**config.mk**
```make
export PLATFORM = sky130hd
export DESIGN_NAME = elliot_activation_param
export DESIGN_NICKNAME = d
export VERILOG_FILES = /design/src/rtl/elliot_activation_param.sv
export SDC_FILE = /design/constraint.sdc
export NUM_CORES = 1
export LEC_CHECK = 0
export CORE_AREA = 5 5 130 132
export CTS_CLUSTER_DIAMETER = 80
export DETAILED_ROUTE_END_ITERATION = 16
export DIE_AREA = 0 0 135 137
export HOLD_SLACK_MARGIN = 0.15
export PLACE_DENSITY = 0.76
export SLEW_MARGIN = 20
export SYNTH_ARGS = -nofsm -noshare
export SYNTH_HDL_FRONTEND = slang
export SYNTH_SLANG_ARGS = --single-unit
```
**constraint.sdc**
```tcl
create_clock -name clk -period 12.5 [get_ports clk]
set_clock_uncertainty 0.1 [all_clocks]
set_input_delay 3.125 -clock clk [delete_from_list [all_inputs] [get_ports clk]]
set_output_delay 3.125 -clock clk [all_outputs]
set_load 0.03 [all_outputs]
```
**src/rtl/elliot_activation_param.sv**
```systemverilog
// elliot_activation_param
//   Multi-cycle Elliott activation on signed fixed-point operands.
//     mode = 0 (bipolar)  : y = x / (1 + |x|)
//     mode = 1 (unipolar) : y = 0.5 * x / (1 + |x|) + 0.5
//   The quotient |x| / (ONE + |x|) is produced by a restoring divider that
//   retires one fraction bit per cycle, so latency is FRAC+1 cycles.
//
// Ports
//   clk         rising-edge clock
//   reset       synchronous, active-high reset
//   x           signed operand, sampled when start is accepted
//   start       request, accepted only while idle
//   mode        0 = bipolar, 1 = unipolar, sampled with x
//   y           registered result, held until the next completion
//   end_signal  one-cycle pulse marking y valid
//   busy        high while an operation is in flight
module elliot_activation_param #(
  parameter int WIDTH = 32,
  parameter int FRAC  = 16
) (
  input  logic             clk,
  input  logic             reset,
  input  logic [WIDTH-1:0] x,
  input  logic             start,
  input  logic             mode,
  output logic [WIDTH-1:0] y,
  output logic             end_signal,
  output logic             busy
);

  localparam int             CW       = $clog2(FRAC + 1);
  localparam logic [CW-1:0]  CNT_LAST = CW'(FRAC - 1);
  localparam logic [WIDTH-1:0] ONE    = WIDTH'(1) << FRAC;

  typedef enum logic [1:0] {
    S_IDLE = 2'd0,
    S_DIV  = 2'd1,
    S_FIN  = 2'd2
  } state_e;

  state_e           state_q;
  logic             sgn_q;
  logic             mode_q;
  logic [WIDTH:0]   den_q;
  logic [WIDTH:0]   rem_q;
  logic [FRAC-1:0]  q_q;
  logic [CW-1:0]    cnt_q;
  logic [WIDTH-1:0] y_q;
  logic             end_q;
  logic             busy_q;

  logic [WIDTH-1:0] mag_d;
  logic [WIDTH:0]   den_d;
  logic [WIDTH:0]   rem_shift_d;
  logic [WIDTH:0]   rem_step_d;
  logic             qbit_d;
  logic [FRAC:0]    q_shift_d;
  logic [FRAC-1:0]  q_step_d;
  logic [WIDTH-1:0] q_ext_d;
  logic [WIDTH-1:0] s_d;
  logic [WIDTH-1:0] uni_sum_d;
  logic [WIDTH-1:0] y_fin_d;

  // Operand load values, one restoring-divider step and the final scaling.
  always_comb begin
    mag_d       = '0;
    den_d       = '0;
    rem_shift_d = '0;
    rem_step_d  = '0;
    qbit_d      = 1'b0;
    q_shift_d   = '0;
    q_step_d    = '0;
    q_ext_d     = '0;
    s_d         = '0;
    uni_sum_d   = '0;
    y_fin_d     = '0;

    // Negating the most negative value yields 2^(WIDTH-1), which is exact
    // when read as unsigned.
    if (x[WIDTH-1]) begin
      mag_d = -x;
    end else begin
      mag_d = x;
    end
    den_d = {1'b0, ONE} + {1'b0, mag_d};

    // rem < den < 2^WIDTH always, so the top bit of rem is zero and the
    // shifted value still fits in WIDTH+1 bits.
    rem_shift_d = {rem_q[WIDTH-1:0], 1'b0};
    if (rem_shift_d >= den_q) begin
      rem_step_d = rem_shift_d - den_q;
      qbit_d     = 1'b1;
    end else begin
      rem_step_d = rem_shift_d;
      qbit_d     = 1'b0;
    end
    q_shift_d = {q_q, qbit_d};
    q_step_d  = q_shift_d[FRAC-1:0];

    q_ext_d = {{(WIDTH-FRAC){1'b0}}, q_q};
    if (sgn_q) begin
      s_d = -q_ext_d;
    end else begin
      s_d = q_ext_d;
    end
    // ONE + s lies in (0, 2*ONE), so the arithmetic shift never sees a
    // negative value and simply truncates.
    uni_sum_d = ONE + s_d;
    if (mode_q) begin
      y_fin_d = {uni_sum_d[WIDTH-1], uni_sum_d[WIDTH-1:1]};
    end else begin
      y_fin_d = s_d;
    end
  end

  // Control FSM with divider state and registered outputs.
  always_ff @(posedge clk) begin
    if (reset) begin
      state_q <= S_IDLE;
      sgn_q   <= 1'b0;
      mode_q  <= 1'b0;
      den_q   <= '0;
      rem_q   <= '0;
      q_q     <= '0;
      cnt_q   <= '0;
      y_q     <= '0;
      end_q   <= 1'b0;
      busy_q  <= 1'b0;
    end else begin
      case (state_q)
        S_IDLE: begin
          end_q <= 1'b0;
          if (start) begin
            sgn_q   <= x[WIDTH-1];
            mode_q  <= mode;
            den_q   <= den_d;
            rem_q   <= {1'b0, mag_d};
            q_q     <= '0;
            cnt_q   <= '0;
            busy_q  <= 1'b1;
            state_q <= S_DIV;
          end else begin
            busy_q  <= 1'b0;
            state_q <= S_IDLE;
          end
        end
        S_DIV: begin
          end_q <= 1'b0;
          rem_q <= rem_step_d;
          q_q   <= q_step_d;
          cnt_q <= cnt_q + CW'(1);
          if (cnt_q == CNT_LAST) begin
            state_q <= S_FIN;
          end else begin
            state_q <= S_DIV;
          end
        end
        S_FIN: begin
          y_q     <= y_fin_d;
          end_q   <= 1'b1;
          busy_q  <= 1'b0;
          state_q <= S_IDLE;
        end
        default: begin
          end_q   <= 1'b0;
          busy_q  <= 1'b0;
          state_q <= S_IDLE;
        end
      endcase
    end
  end

  assign y          = y_q;
  assign end_signal = end_q;
  assign busy       = busy_q;

endmodule
```
==> run_results.csv <==
group,metric,value,unit
power,powerDensity,185,nW/um^2
clock_network,cts_num_sinks,124,
global_route,grt_pass1_vias,7321,
timing,tns,0,ns
synthesis,synth-seq-cells,124,
synthesis,ys_types,76,
setup_path,cp-endpoint,"den_q[24]",
route,antenna_left,0,
clock_network,tritoncts,"built",
setup_path,reg2reg_from,"den_q[1]",
setup_path,crit_path_max_fanout,10,
route,vias,7950,
floorplanning,core_area,15600,um^2
synthesis,synth.largest_area_cell,"dfxtp_1",
route,drtPass1Iterations,7,
global_route,met3_usage,3.90,%
finish,layout-drive-gt1-share,4.95,%
timing,worst_slack,6.03,ns
floorplanning,io_pins,70,
synthesis,netlist_top_cells_area,"dfxtp_1, a21oi_1, ha_1, nand2_1, xnor2_1",
global_route,grt_use_total,23.6,%
setup_path,worstPathRequired,12.74,ns
timing,slew_violations,0,
floorplanning,die_area,18500,um^2
floorplanning,die_width,135,um
finish,syn2layout_area_growth,15.3,%
synthesis,syn-cell-area,8450,um^2
route,routedWlPerCell,15.5,um
placement,pre_cts_slack,5.62,ns
timing,fmax,154,MHz
synthesis,ys_warn_count,0,
synthesis,syn_nets,1192,
timing,hold_violations,0,
setup_path,r2r-end,"rem_q[3]",
run_status,status,"completed",
clock_network,cts_made_buffers,17,
clock_network,worst_skew_pair.late_latency,0.42,ns
placement,io_buffer_count,69,
synthesis,synthArstFlopShare,0,%
setup_path,arrival,6.71,ns
floorplanning,dieHeight,137,um
clock_network,root_buffer,"clkbuf_16",
clock_network,cts_setup_buffers,0,
timing,finalSetupViolCount,0,
finish,postLayoutCoreUtil,62.4,%
route,initialDrtViolationCount,613,
synthesis,synth-edff-count,0,
timing,worst_pin_slew,1.04,ns
global_route,grt_overflow,0,
global_route,busiest_layer,"met2",
power,power,1.80,mW
setup_path,startpoint,"x[0]",
route,drc,0,
hold_path,hp-start,"y[0]",
global_route,antenna_found_initial,0,
clock_network,clkSlewWorstSetupHoldPaths,0.05,ns
placement,dp_hpwl,15.1,mm
route,wl,21.2,mm
synthesis,synth_top_area_share,29.4,%
global_route,met2_usage,37.5,%
finish,n_antenna_cell,0,
synthesis,synth_top_flop_cell,"dfxtp_1",
placement,dp_cells,1339,
clock_network,clock_path_buffers,2,
setup_path,ff2ff_setup_slack,9.12,ns
flow_run,cap_violations,0,
global_route,grt_use_met1,33.0,%
setup_path,cp-end-kind,"register",
setup_path,worstSetupPathType,"in2reg",
clock_network,ctsHoldBuffers,0,
synthesis,synth_commonest_cells,"nand2_1, dfxtp_1, a21oi_1, nor2_1, inv_1",
setup_path,critPathLaunchType,"input port",
power,ir_worst_vdd,130,uV
timing,maxSlewHeadroom,30.7,%
synthesis,synth_area_per_cell,7.58,um^2
clock_network,cts_resized,0,
global_route,grt_pass1_wl,36.0,mm
global_route,grt_max_degree,83,
synthesis,yosysMostFrequentCell,"nand2_1",
power,p_leak,3.74,nW
finish,final_cells,1368,
finish,nNetsFinal,1219,
timing,rsz0062_at_grt,"false",
timing,period_needed,6.47,ns
timing,post-route-period-util,51.8,%
floorplanning,initial_core_util,54.2,%
setup_path,reg2reg_depth,12,
finish,n_fill_cell,1382,
clock_network,cts_max_level,4,
floorplanning,rows,46,
hold_path,min_path_type,"reg2reg",
route,vias_per_cell,5.81,
synthesis,syn-instance-count,1115,
placement,finalWeightedCongestion,0.964,
synthesis,yosysSeqAreaShare,29.4,%
power by group:
group	internal, mW	switching (mW)	leakage [nW]	total (mW)
sequential	0.436	0.0333	1.01	0.469
clock	0.272	0.168	0.257	0.439
combinational	0.365	0.525	2.47	0.890
placed cells by master (no fill, tap or decap), types with 20 or more instances in the layout:
master	count
nand2_1	127
dfxtp_1	124
a21oi_1	111
nor2_1	104
clkdlybuf4s50_1	68
inv_1	56
o21ai_0	54
xnor2_1	50
ha_1	40
nand3_1	32
mux2i_1	31
xor2_1	27
o22ai_1	20
routing by layer:
layer | vias to the layer above | routed length, um
met5 | - | 0
met4 | 0 | 331
met3 | 24 | 1360
met2 | 257 | 9430
met1 | 3630 | 10100
li1 | 4039 | -
logic make-up after synthesis:
group / synth area share [%]
AOI/OAI and AO/OA: 25.1
and+or+nand+nor: 21.6
DFF: 29.4
xor gates and xnor gates: 8.17
buffers and inverters: 5.79
muxes: 3.81
adders and majority gates: 6.16
worst min-delay path by stage:
| stage | to | depth (start not counted) |
|---|---|---|
| finish | y[0] | 2 |
| global route | y[1] | 2 |
| CTS | y[0] | 2 |
| detailed placement | y[0] | 2 |
| global placement | y[1] | 2 |
| floorplan | den_q[32] | 2 |
flip-flops by register name (all words and copies together), names as in the netlist:
register and flops:
y 32, rem_q 32, busy 1, sgn_q 1, state_q 2, end_signal 1
den_q 33, cnt_q 5, mode_q 1, q_q 16
final cells by class:
class	count	area, um^2	area share [%]
tap	216	270	2.77
multi-input combinational	864	5500	56.4
sequential	124	2480	25.5
clock buffer	20	447	4.59
timing repair buffer	78	756	7.76
clock inverter	9	75.1	0.771
inverter	57	214	2.20
metrics by stage:
step / hold slack, ns / instance area, um^2
4_1_cts: 0.351 / 9740
2_1_floorplan: 0.330 / 8450
6_report: 0.347 / 9740
3_3_place_gp: 0.339 / 9220
5_1_grt: 0.364 / 9740
3_5_place_dp: 0.344 / 9220
worst max-delay path: stages:
cell             delay, ns
clkdlybuf4s50_1       0.49
inv_1                 0.10
ha_1                  0.17
or3b_2                0.54
or4_4                 0.54
o21ai_0               0.30
xnor2_1               0.15
inv_1                 0.07
ha_1                  0.13
inv_1                 0.07
nor3_2                0.38
nor3b_1               0.28
xnor2_1               0.14
nand2_1               0.06
a21oi_1               0.14
Power figures use the tool's default switching activity.
